==> src/rtl/dual_port_ram_ext.sv <==
// ============================================================================
// Module   : dual_port_ram_ext
// Summary  : Simple dual-port RAM with byte enables, read-during-write policy,
//            optional output register and post-reset zero-fill sequencer.
// Revision : 1.0 - initial release
// ============================================================================
`default_nettype none

module dual_port_ram_ext #(
    parameter int ADDR_WIDTH     = 5,
    parameter int DATA_WIDTH     = 32,
    parameter int RDW_NEW_DATA   = 0,
    parameter int OUT_REG        = 0,
    parameter int CLEAR_ON_RESET = 1
) (
    input  logic                    clk,
    input  logic                    reset_n,
    input  logic [ADDR_WIDTH-1:0]   waddr,
    input  logic [DATA_WIDTH-1:0]   din,
    input  logic                    write_en,
    input  logic [DATA_WIDTH/8-1:0] byte_en,
    input  logic [ADDR_WIDTH-1:0]   raddr,
    input  logic                    read_en,
    output logic [DATA_WIDTH-1:0]   dout,
    output logic                    dout_valid,
    output logic                    init_busy
);

    localparam int DEPTH  = 2 ** ADDR_WIDTH;
    localparam int NBYTES = DATA_WIDTH / 8;

    if ((DATA_WIDTH % 8) != 0 || DATA_WIDTH < 8) begin : g_bad_width
        $error("dual_port_ram_ext: DATA_WIDTH must be a positive multiple of 8");
    end

    typedef enum logic [0:0] {
        ST_CLEAR = 1'b0,
        ST_READY = 1'b1
    } state_t;

    localparam state_t ST_AFTER_RESET = (CLEAR_ON_RESET != 0) ? ST_CLEAR : ST_READY;

    state_t                  state_q, state_d;
    logic [ADDR_WIDTH-1:0]   cnt_q, cnt_d;
    logic                    busy_q, busy_d;

    always_ff @(posedge clk) begin
        if (!reset_n) begin
            state_q <= ST_AFTER_RESET;
            cnt_q   <= '0;
            busy_q  <= 1'b1;
        end else begin
            state_q <= state_d;
            cnt_q   <= cnt_d;
            busy_q  <= busy_d;
        end
    end

    always_comb begin
        state_d = state_q;
        cnt_d   = cnt_q;
        busy_d  = 1'b0;
        case (state_q)
            ST_CLEAR: begin
                cnt_d  = cnt_q + 1'b1;
                busy_d = 1'b1;
                if (cnt_q == {ADDR_WIDTH{1'b1}}) begin
                    state_d = ST_READY;
                    busy_d  = 1'b0;
                end
            end
            default: begin
                state_d = ST_READY;
            end
        endcase
    end

    assign init_busy = busy_q;

    // User accesses only count once the sequencer has released the array.
    logic w_clr, w_acc, w_rd;
    assign w_clr = reset_n && (state_q == ST_CLEAR);
    assign w_acc = reset_n && (state_q == ST_READY);
    assign w_rd  = w_acc && read_en;

    logic                  w_mem_we;
    logic [ADDR_WIDTH-1:0] w_mem_addr;
    logic [DATA_WIDTH-1:0] w_mem_data;
    logic [NBYTES-1:0]     w_mem_be;

    assign w_mem_we   = w_clr || (w_acc && write_en);
    assign w_mem_addr = w_clr ? cnt_q : waddr;
    assign w_mem_data = w_clr ? '0 : din;
    assign w_mem_be   = w_clr ? {NBYTES{1'b1}} : byte_en;

    logic [DATA_WIDTH-1:0] mem_q [DEPTH];

    always_ff @(posedge clk) begin
        for (int i = 0; i < NBYTES; i++) begin
            if (w_mem_we && w_mem_be[i]) begin
                mem_q[w_mem_addr][8*i +: 8] <= w_mem_data[8*i +: 8];
            end
        end
    end

    logic [DATA_WIDTH-1:0] rd_word_q;
    logic                  rd_vld_q;

    always_ff @(posedge clk) begin
        if (!reset_n) begin
            rd_word_q <= '0;
            rd_vld_q  <= 1'b0;
        end else begin
            rd_vld_q <= w_rd;
            if (w_rd) begin
                rd_word_q <= mem_q[raddr];
            end
        end
    end

    // Same-address forwarding captured beside the array; merged after it.
    logic [NBYTES-1:0]     fwd_be_q;
    logic [DATA_WIDTH-1:0] fwd_data_q;

    if (RDW_NEW_DATA != 0) begin : g_fwd
        logic [NBYTES-1:0] w_fwd_be;
        assign w_fwd_be = (write_en && (raddr == waddr)) ? byte_en : '0;

        always_ff @(posedge clk) begin
            if (!reset_n) begin
                fwd_be_q   <= '0;
                fwd_data_q <= '0;
            end else if (w_rd) begin
                fwd_be_q   <= w_fwd_be;
                fwd_data_q <= din;
            end
        end
    end else begin : g_nofwd
        assign fwd_be_q   = '0;
        assign fwd_data_q = '0;
    end

    logic [DATA_WIDTH-1:0] w_merged;

    always_comb begin
        w_merged = rd_word_q;
        for (int i = 0; i < NBYTES; i++) begin
            if (fwd_be_q[i]) begin
                w_merged[8*i +: 8] = fwd_data_q[8*i +: 8];
            end
        end
    end

    if (OUT_REG != 0) begin : g_out_reg
        logic [DATA_WIDTH-1:0] out_q;
        logic                  out_vld_q;

        always_ff @(posedge clk) begin
            if (!reset_n) begin
                out_q     <= '0;
                out_vld_q <= 1'b0;
            end else begin
                out_vld_q <= rd_vld_q;
                if (rd_vld_q) begin
                    out_q <= w_merged;
                end
            end
        end

        assign dout       = out_q;
        assign dout_valid = out_vld_q;
    end else begin : g_out_direct
        assign dout       = w_merged;
        assign dout_valid = rd_vld_q;
    end

endmodule

`default_nettype wire

==> config.mk <==
export PLATFORM = sky130hd
export DESIGN_NAME = dual_port_ram_ext
export DESIGN_NICKNAME = d
export VERILOG_FILES = /design/src/rtl/dual_port_ram_ext.sv
export SDC_FILE = /design/constraint.sdc
export NUM_CORES = 1
export LEC_CHECK = 0
export BUFFER_PORTS_ARGS = -buffer_cell sky130_fd_sc_hd__buf_2
export CAP_MARGIN = 20
export CORE_ASPECT_RATIO = 1.25
export CORE_UTILIZATION = 38
export CTS_CLUSTER_DIAMETER = 30
export DETAILED_ROUTE_END_ITERATION = 12
export HOLD_SLACK_MARGIN = 0.02
export SLEW_MARGIN = 10
export SYNTH_ARGS = -nofsm -noshare
export SYNTH_HDL_FRONTEND = slang
export SYNTH_SLANG_ARGS = --single-unit
==> constraint.sdc <==
create_clock -name clk -period 2.6 [get_ports clk]
set_input_delay 0.26 -clock clk [delete_from_list [all_inputs] [get_ports clk]]
set_output_delay 0.26 -clock clk [all_outputs]
set_load 0.02 [all_outputs]
# Yosys cells after proc, flatten, opt, wreduce, memory -nomap -nowiden
# Memory sizes are Yosys's and may differ from the RTL's. A register that Yosys moved wholly into a read port is not among the register bits.
# Cells that the tools add are included.
# totals
reg_bits	8
mem_bits_rw	1024
in_bits	50
output_inout_bits	34
elab_cells	33
mem_count	1
# classes
add_sub_neg	1
n_eq_ne	1
muxes	15
n_bitwise	1
n_reduce_logical	10
# memory_table
memory	words	width	rd	rd_clocked_by_memory_dff	wr	line	rtl
mem_q	32	32	1	1	1	96	logic [DATA_WIDTH-1:0] mem_q [DEPTH];
# ops
operator	count
two-way mux 32 bit	1
two-way mux 1 bit	12
logical AND 1 bit	8
adder 5 x 1 -> 5 bit, second input constant	1
equality test 5 bit, second input constant	1
two-way mux 5 bit	1
two-way mux 4 bit	1
zero test 1 bit	1
logical OR 1 bit	1
inverter 1 bit	1

# Depth between registers and ports, before layout
# Gate-level depths: netlist (run 1).
# depth
depth_word	6
depth_mapped	10
depth_no_buf	5

# Least setup slack after synthesis (run 1)
# No wires, ideal clock.
# synth_timing
path_type	register -> register
startpoint	register state_q
endpoint	memory mem_q[0][0] (enable)
setup_time_ps	370
t_arrival_ps	1825
required_ps	2230
path_slack_ps	405
stages_incl_launch_ff	8
n_path_buf	2
synth_period_minus_slack_ps	2195
cell_sequence	dfxtp_1 > nand2b_1 > buf_2 > clkbuf_1 > nand2_1 > o31ai_2 > nand2_1 > nor2_1
# synth_via
elab_chain_len	6
word_cells_on_any_way	10
classes_between	mux: 4; bitwise: 1; reduce/logical: 5
# synth_rtl
item	line	rtl
from (decl)	43	state_t state_q, state_d;
from (signal assigned)	53	state_q <= state_d;
inverter 1 bit / logical AND 1 bit (equally long branches)	n/a	
logical AND 1 bit (on tied branches)	82, 91	
two-way mux 4 bit / logical OR 1 bit (equally long branches)	94, 91	
logical AND 1 bit	100	if (w_mem_we && w_mem_be[i]) begin
two-way mux 1 bit	100	
two-way mux 1 bit (not written as such)	101	mem_q[w_mem_addr][8*i +: 8] <= w_mem_data[8*i +: 8];
to (decl)	96	
# Parallel ways exist; a longest one is shown, timed or not.

# Worst setup path after layout (run 1)
# layout_timing
startpoint	register state_q
endpoint	memory mem_q[15][1] (enable)
# Same word-level chain as after synthesis.

==> run_summary.xml, run 1 <==
<?xml version="1.0" encoding="UTF-8"?>
<metrics>
  <group name="place">
    <metric name="placement.io_buffers" unit="">83</metric>
    <metric name="place_hpwl" unit="mm">68.58</metric>
    <metric name="finalWeightedCongestion" unit="">0.8341</metric>
    <metric name="dpl_worst_slack" unit="ns">0.02669</metric>
    <metric name="placed_cell_area" unit="µm²">45590</metric>
  </group>
  <group name="finish">
    <metric name="postLayoutCoreUtil" unit="">0.4715</metric>
    <metric name="fraction_of_layout_cells_with_a_size_suffix_above_1" unit="">0.2908</metric>
    <metric name="fin_nets" unit="">2698</metric>
    <metric name="fin_area" unit="µm²">51290</metric>
    <metric name="n_antenna_cell" unit="">0</metric>
    <metric name="area_growth" unit="%">22.37</metric>
  </group>
  <group name="timing">
    <metric name="setup_total_negative_slack" unit="ns">0</metric>
    <metric name="slew_headroom" unit="">0.4119</metric>
    <metric name="final.setup_skew" unit="ns">0.02362</metric>
    <metric name="unrepaired_setup_endpoints_after_global_routing" unit="">no</metric>
    <metric name="slew_violations" unit="">0</metric>
    <metric name="final.setup.worst_slack" unit="ns">0.1782</metric>
    <metric name="layout_min_cycle_time" unit="ns">2.422</metric>
    <metric name="setup_violation_total_in_the_final_timing_report" unit="">0</metric>
    <metric name="finalCritPeriodShare" unit="">0.9315</metric>
    <metric name="max_freq" unit="GHz">0.4129</metric>
    <metric name="fin_hold_ws" unit="ns">0.1796</metric>
    <metric name="tightest_slew" unit="ns">0.8812</metric>
    <metric name="finalHoldViolCount" unit="">0</metric>
  </group>
  <group name="drt">
    <metric name="routed_wire_length_per_instance" unit="µm">25.16</metric>
    <metric name="drt_drc_violations_left" unit="">0</metric>
    <metric name="vias_per_cell" unit="">5.335</metric>
    <metric name="via_count" unit="">22569</metric>
    <metric name="antenna_left" unit="">0</metric>
    <metric name="drt-initial-drc-count" unit="">1980</metric>
    <metric name="detailedRoute.firstPassIterationCount" unit="">7</metric>
    <metric name="wirelength" unit="mm">106.4</metric>
  </group>
  <group name="grt">
    <metric name="grt_max_degree" unit="">66</metric>
    <metric name="grt_first_pass_wirelength" unit="mm">155.9</metric>
    <metric name="overflow" unit="">0</metric>
    <metric name="number_of_antenna_violations_at_the_first_check_in_global_routing" unit="">3</metric>
    <metric name="first_global_vias" unit="">23210</metric>
    <metric name="grtUsageTotal" unit="">0.1908</metric>
  </group>
  <group name="clocking">
    <metric name="clk_transition_reported_paths" unit="ns">0.05</metric>
    <metric name="post-cts-setup-buffer-count" unit="">0</metric>
    <metric name="clk-insertion-delay-late" unit="ns">0.75</metric>
    <metric name="clock_path_buffers" unit="">3</metric>
    <metric name="cts_inserted_buffers" unit="">168</metric>
    <metric name="clock_tree.htree_level_count" unit="">4</metric>
    <metric name="cts_sinks" unit="">1064</metric>
    <metric name="tritoncts" unit="">done</metric>
    <metric name="root_buf_cell" unit="">sky130_fd_sc_hd__clkbuf_16</metric>
  </group>
  <group name="floorplanning">
    <metric name="start_util" unit="">0.3853</metric>
    <metric name="floorplan.core_area" unit="µm²">108800</metric>
    <metric name="top_level_ports" unit="">84</metric>
    <metric name="die_w" unit="µm">299.0</metric>
    <metric name="dieHeight" unit="µm">373.3</metric>
    <metric name="die_area" unit="µm²">111600</metric>
    <metric name="std_cell_rows" unit="">135</metric>
  </group>
  <group name="critical_path">
    <metric name="timing.critical_path.from_type" unit="">flip-flop</metric>
    <metric name="critical_path_arrival" unit="ns">2.86</metric>
    <metric name="worstPathMaxFanout" unit="">15</metric>
    <metric name="cp_slowest_cell" unit="">sky130_fd_sc_hd__nor2_1</metric>
    <metric name="worst_setup_path_end_kind" unit="">flip-flop</metric>
    <metric name="largest_stage_delay_worst_path" unit="ns">0.35</metric>
    <metric name="crit_chain" unit="">buf_4 -&gt; nor4bb_1 -&gt; a31oi_1 -&gt; nor2_1 -&gt; nand2_2 -&gt; nor2_1 -&gt; buf_4</metric>
    <metric name="required" unit="ns">3.03</metric>
    <metric name="timing.setup.critical_path_class" unit="">reg2reg</metric>
  </group>
  <group name="synth">
    <metric name="synthTopCellsByCount" unit="">sky130_fd_sc_hd__edfxtp_1 (1024), sky130_fd_sc_hd__mux2i_1 (285), sky130_fd_sc_hd__nor2_1 (142)</metric>
    <metric name="yosysWarningCount" unit="">0</metric>
    <metric name="async_flop_share" unit="">0</metric>
    <metric name="synth_top_area_cell" unit="">sky130_fd_sc_hd__edfxtp_1</metric>
    <metric name="postSynthRegisterBits" unit="">1064</metric>
    <metric name="count_of_flip_flops_with_a_built_in_enable_after_synthesis" unit="">1024</metric>
    <metric name="synth.area.top_cells" unit="">sky130_fd_sc_hd__edfxtp_1 (73%), sky130_fd_sc_hd__mux4_2 (6.8%), sky130_fd_sc_hd__mux2i_1 (6.8%)</metric>
    <metric name="postSynthCellCount" unit="">2261</metric>
    <metric name="mappedNetlistNets" unit="">2313</metric>
    <metric name="synth-seq-area-share" unit="">0.7528</metric>
    <metric name="post-synth-top-area-fraction" unit="">0.7337</metric>
    <metric name="synthesis.area_per_instance" unit="µm²">18.54</metric>
    <metric name="synth.most_common_cell" unit="">sky130_fd_sc_hd__edfxtp_1</metric>
    <metric name="synth_top_flop_cell" unit="">sky130_fd_sc_hd__edfxtp_1</metric>
    <metric name="syn-cell-area" unit="µm²">41910</metric>
    <metric name="yosys.cell_types.count" unit="">40</metric>
  </group>
  <group name="run">
    <metric name="maxCapViolations" unit="">0</metric>
  </group>
  <group name="status">
    <metric name="outcome" unit="">completed</metric>
  </group>
  <group name="power_and_ir_drop">
    <metric name="pwr_density_cell" unit="nW/µm²">834.4</metric>
    <metric name="peakVddDrop" unit="µV">739.5</metric>
    <metric name="p_leak" unit="nW">18.23</metric>
  </group>
  <group name="worst_hold_path">
    <metric name="min_path_type" unit="">in2reg</metric>
  </group>
</metrics>
[layout by cell type, fill, tap and decap left out, drive strengths merged, types with 8 or more instances in the layout]
| cell | count |
|---|---|
| nor2 | 142 |
| nand3 | 50 |
| a21oi | 48 |
| mux4 | 128 |
| a221oi | 32 |
| a22oi | 88 |
| clkinv | 60 |
| edfxtp | 1024 |
| inv | 37 |
| nand2 | 129 |
| bufinv | 11 |
| mux2i | 285 |
| o41ai | 8 |
| clkbuf | 192 |
| a22o | 32 |
| and2 | 36 |
| nor2b | 13 |
| a211oi | 8 |
| dfxtp | 40 |
| mux2 | 35 |
| buf | 348 |
| clkinvlp | 21 |
[power breakdown]
part	total (mW)	internal [mW]	switching, mW
combinational	1.95	0.713	1.23
clock	21.9	13.7	8.13
sequential	19.0	19.0	0.0385
[final timing paths]
| kind | start | endpoint | slack, ns | cells past startpoint |
|---|---|---|---|---|
| min | din[0] | mem_q[22][0]$_DFFE_PP_ | 0.18 | 3 |
| min reg2reg | dout[1]$_SDFFE_PN0P_ | dout[1]$_SDFFE_PN0P_ | 0.48 | 1 |
| max | state_q$_SDFF_PN0_ | mem_q[15][1]$_DFFE_PP_ | 0.18 | 7 |
| max reg2reg | state_q$_SDFF_PN0_ | mem_q[15][1]$_DFFE_PP_ | 0.18 | 7 |
[metrics by stage]
step           cells  power [mW]
2_1_floorplan   2261       20.51
3_3_place_gp    3912       21.23
3_5_place_dp    3912       21.29
4_1_cts         4229       43.14
5_1_grt         4230       43.98
6_report        4230       42.79
[registers in the layout (all words and copies together) (netlist names)]
register,count
dout,32
dout_valid,1
state_q,1
mem_q,1024
cnt_q,5
init_busy,1
[cell families after synthesis]
logic type | synth area share
muxes | 0.1463
buffers and inverters | 0.02012
and+or+nand+nor | 0.03941
AOI/OAI and AO/OA | 0.04012
xor gates and xnor gates | 0.0006270
DFF | 0.7528
adders and majority gates | 0.0005970
[what timing repair did]
action	CTS	global route
hold endpoints to repair	6	0
setup endpoints to repair	0	16
hold buffers	1	0
resized for setup	0	2
[layout make-up]
type                       instances  area (µm²)
inverter                           5       18.77
clock buffer                     192        4506
tap                             1438        1799
multi-input combinational       1058        9570
timing repair buffer             349        2679
clock inverter                   124        1164
fill                            9085       57490
sequential                      1064       31550
[worst max-delay path: cells and delay by family, from the launching register on]
family / cells / cell delay (ns)
AO/OA/AOI/OAI: 1 / 0.17
buffers and inverters: 2 / 0.40
AND/OR/NAND/NOR: 4 / 1.23
flip-flops: 1 / 0.31
[layer usage]
metal / GRT usage / wire length, µm / up-vias
met5: 0 / 11 / -
met4: 0.05718 / 2356 / 2
met3: 0.03773 / 6755 / 154
met2: 0.3180 / 53200 / 853
met1: 0.2515 / 44120 / 11672
li1: - / - / 9888
No activity file was read; power rests on OpenSTA's default activity.
==> inputs of run 2 (changes only) <==
--- a/config.mk
+++ b/config.mk
@@ -5,10 +5,11 @@
 export SDC_FILE = /design/constraint.sdc
 export NUM_CORES = 1
 export LEC_CHECK = 0
-export BUFFER_PORTS_ARGS = -buffer_cell sky130_fd_sc_hd__buf_2
+export BUFFER_PORTS_ARGS = -buffer_cell sky130_fd_sc_hd__buf_4
 export CAP_MARGIN = 20
 export CORE_ASPECT_RATIO = 1.25
 export CORE_UTILIZATION = 38
+export CTS_BUF_LIST = sky130_fd_sc_hd__clkbuf_4
 export CTS_CLUSTER_DIAMETER = 30
 export DETAILED_ROUTE_END_ITERATION = 12
 export HOLD_SLACK_MARGIN = 0.02
==> run 2 against run 1 <==
Critical path depth is the same. Sequential power is essentially flat. Clock power shrank 37%. Critical endpoint is now mem_q[14][1]$_DFFE_PP_. Largest power group is now registers. Highest routed layer is now met4.
==> run_summary.xml, run 2 (same netlist as run 1, synthesis figures left out) <==
<?xml version="1.0" encoding="UTF-8"?>
<metrics>
  <group name="place">
    <metric name="placed_cell_area" unit="µm²">45750</metric>
    <metric name="placement.io_buffers" unit="">83</metric>
    <metric name="finalWeightedCongestion" unit="">0.8525</metric>
    <metric name="numPlacedInstances" unit="">3913</metric>
    <metric name="place_hpwl" unit="mm">69.41</metric>
  </group>
  <group name="timing">
    <metric name="slew_headroom" unit="">0.4566</metric>
    <metric name="finalCritPeriodShare" unit="">0.9472</metric>
    <metric name="final.setup_skew" unit="ns">0.08398</metric>
    <metric name="finalHoldViolCount" unit="">0</metric>
    <metric name="slew_violations" unit="">0</metric>
    <metric name="unrepaired_setup_endpoints_after_global_routing" unit="">no</metric>
    <metric name="layout_min_cycle_time" unit="ns">2.463</metric>
    <metric name="max_freq" unit="GHz">0.4061</metric>
    <metric name="setup_total_negative_slack" unit="ns">0</metric>
    <metric name="setup_violation_total_in_the_final_timing_report" unit="">0</metric>
    <metric name="tightest_slew" unit="ns">0.8142</metric>
  </group>
  <group name="finish">
    <metric name="fin_area" unit="µm²">49690</metric>
    <metric name="layout_commonest_cell" unit="">sky130_fd_sc_hd__edfxtp_1</metric>
    <metric name="multi_input_comb_area" unit="µm²">9580</metric>
    <metric name="area.sequential" unit="µm²">31550</metric>
    <metric name="fin_nets" unit="">2863</metric>
    <metric name="area_growth" unit="%">18.55</metric>
    <metric name="most_frequent_cells_in_the_layout" unit="">sky130_fd_sc_hd__edfxtp_1 (1024), sky130_fd_sc_hd__clkbuf_4 (397), sky130_fd_sc_hd__buf_4 (330), sky130_fd_sc_hd__mux2i_1 (285), sky130_fd_sc_hd__nor2_1 (140)</metric>
    <metric name="fraction_of_layout_cells_with_a_size_suffix_above_1" unit="">0.3156</metric>
    <metric name="largest-register" unit="">mem_q</metric>
    <metric name="max_reg_flops" unit="">1024</metric>
    <metric name="n_fill_cell" unit="">9481</metric>
    <metric name="postLayoutCoreUtil" unit="">0.4568</metric>
    <metric name="final_cell_count_no_fill" unit="">4451</metric>
  </group>
  <group name="drt">
    <metric name="via_count" unit="">23482</metric>
    <metric name="antenna_left" unit="">0</metric>
    <metric name="detailedRoute.firstPassIterationCount" unit="">5</metric>
    <metric name="wirelength" unit="mm">108.0</metric>
    <metric name="drt-initial-drc-count" unit="">2075</metric>
    <metric name="drt_drc_violations_left" unit="">0</metric>
    <metric name="vias_per_cell" unit="">5.276</metric>
    <metric name="routed_wire_length_per_instance" unit="µm">24.27</metric>
  </group>
  <group name="critical_path">
    <metric name="crit_reg_reg_startpoint" unit="">state_q$_SDFF_PN0_</metric>
    <metric name="crit_chain" unit="">nand2b_2 -&gt; buf_4 -&gt; mux2i_1 -&gt; nor2_1 -&gt; nand2_2 -&gt; nor2_1 -&gt; buf_4</metric>
    <metric name="setup.worst_path.start" unit="">state_q$_SDFF_PN0_</metric>
    <metric name="end_of_the_worst_register_to_register_path" unit="">mem_q[14][1]$_DFFE_PP_</metric>
    <metric name="timing.critical_path.from_type" unit="">flip-flop</metric>
    <metric name="count_of_cells_along_the_worst_register_to_register_path" unit="">7</metric>
    <metric name="largest_stage_delay_worst_path" unit="ns">0.37</metric>
    <metric name="worst_setup_path_end_kind" unit="">flip-flop</metric>
    <metric name="rrSetupSlack" unit="ns">0.14</metric>
    <metric name="worst_setup_path_endpoint" unit="">mem_q[14][1]$_DFFE_PP_</metric>
    <metric name="path_buf_inv" unit="">2</metric>
    <metric name="required" unit="ns">3.37</metric>
    <metric name="cp_slowest_cell" unit="">sky130_fd_sc_hd__nor2_1</metric>
    <metric name="critical_path_cell_count" unit="">7</metric>
    <metric name="family_of_cells_with_the_greatest_summed_delay_on_the_critical_path" unit="">simple AND/OR/NAND/NOR gates</metric>
    <metric name="timing.setup.critical_path_class" unit="">reg2reg</metric>
    <metric name="critical_path_arrival" unit="ns">3.24</metric>
    <metric name="worstPathMaxFanout" unit="">10</metric>
  </group>
  <group name="power_and_ir_drop">
    <metric name="p_leak" unit="nW">17.77</metric>
    <metric name="pwr_density_cell" unit="nW/µm²">702.1</metric>
    <metric name="total_power" unit="mW">34.89</metric>
    <metric name="peakVddDrop" unit="µV">442.7</metric>
  </group>
  <group name="clocking">
    <metric name="tritoncts" unit="">done</metric>
    <metric name="clock_tree.htree_level_count" unit="">5</metric>
    <metric name="root_buf_cell" unit="">sky130_fd_sc_hd__clkbuf_4</metric>
    <metric name="clock_path_buffers" unit="">4</metric>
    <metric name="cts_inserted_buffers" unit="">285</metric>
    <metric name="post-cts-setup-buffer-count" unit="">0</metric>
    <metric name="cts_sinks" unit="">1064</metric>
    <metric name="clk_transition_reported_paths" unit="ns">0.07</metric>
    <metric name="clk-insertion-delay-late" unit="ns">1.13</metric>
  </group>
  <group name="floorplanning">
    <metric name="die_area" unit="µm²">111600</metric>
    <metric name="top_level_ports" unit="">84</metric>
    <metric name="floorplan.core_area" unit="µm²">108800</metric>
    <metric name="std_cell_rows" unit="">135</metric>
    <metric name="start_util" unit="">0.3853</metric>
    <metric name="dieHeight" unit="µm">373.3</metric>
    <metric name="die_w" unit="µm">299.0</metric>
  </group>
  <group name="grt">
    <metric name="number_of_antenna_violations_at_the_first_check_in_global_routing" unit="">4</metric>
    <metric name="grt_first_pass_wirelength" unit="mm">158.7</metric>
    <metric name="overflow" unit="">0</metric>
    <metric name="first_global_vias" unit="">24712</metric>
    <metric name="grtUsageTotal" unit="">0.1935</metric>
    <metric name="grt_max_degree" unit="">49</metric>
  </group>
  <group name="worst_hold_path">
    <metric name="min_path_type" unit="">in2reg</metric>
    <metric name="min_delay_path_depth" unit="">7</metric>
  </group>
  <group name="run">
    <metric name="maxCapViolations" unit="">0</metric>
  </group>
  <group name="status">
    <metric name="outcome" unit="">completed</metric>
  </group>
</metrics>
## run 2: cell count changes in the layout (fill, tap and decap cells not counted), sizes merged
cell / before / now
clkinv: 60 / 81
clkinvlp: 21 / 0
clkbuf: 192 / 397
inv: 37 / 10
bufinv: 11 / 3
diode: 0 / 3
dlygate4sd3: 1 / 49
## run 2: tightest hold or removal path, delay by kind of cell
| family | cells | cell delay, ns |
|---|---|---|
| buffers and inverters | 3 | 0.54 |
| and+or+nand+nor | 4 | 0.33 |
## run 2: layout make-up
cell class / instances / area share
inverter: 5 / 0.0003777
antenna: 3 / 0.0001511
timing repair buffer: 397 / 0.06661
clock buffer: 397 / 0.05998
multi-input combinational: 1058 / 0.1928
sequential: 1064 / 0.6350
tap: 1438 / 0.03621
clock inverter: 89 / 0.008839
## run 2: routing by layer
layer | part of all wire | vias up | global-route usage
met2 | 0.50 | 921 | 0.3232
met3 | 0.067 | 153 | 0.03855
met4 | 0.022 | 0 | 0.06508
met1 | 0.41 | 12076 | 0.2514
met5 | 0 | - | 0
li1 | - | 10332 | -
## run 2: timing repair
| item | CTS | global route |
|---|---|---|
| setup endpoints to repair | 0 | 74 |
| hold buffers | 49 | 0 |
| gates resized for setup | 0 | 5 |
| endpoints found under the hold margin | 1123 | 0 |
## run 2: worst min-delay path by stage
stage	start	to	slack, ns
5_1_grt	reset_n	init_busy$_SDFF_PN1_	0.12
3_5_place_dp	dout[30]$_SDFFE_PN0P_	dout[30]$_SDFFE_PN0P_	0.49
4_1_cts	write_en	mem_q[16][7]$_DFFE_PP_	0.03
6_report	write_en	mem_q[16][2]$_DFFE_PP_	0.17
2_1_floorplan	dout[15]$_SDFFE_PN0P_	dout[15]$_SDFFE_PN0P_	0.53
3_3_place_gp	dout[15]$_SDFFE_PN0P_	dout[15]$_SDFFE_PN0P_	0.48
## run 2: stage by stage
stage	setup slack, ns	hold slack [ns]
final	0.1373	0.1723
after global routing	0.05355	0.1196
after CTS	0.01174	0.03157
after detailed placement	0.05394	0.4949
after global placement	0.1389	0.4844
after floorplan	0.4051	0.5304
## run 2: report_power, final
part           leakage (nW)  switching (mW)  internal, mW
sequential             9.69          0.0376          18.9
clock                  2.05            6.54          7.36
combinational          6.03            1.26         0.773
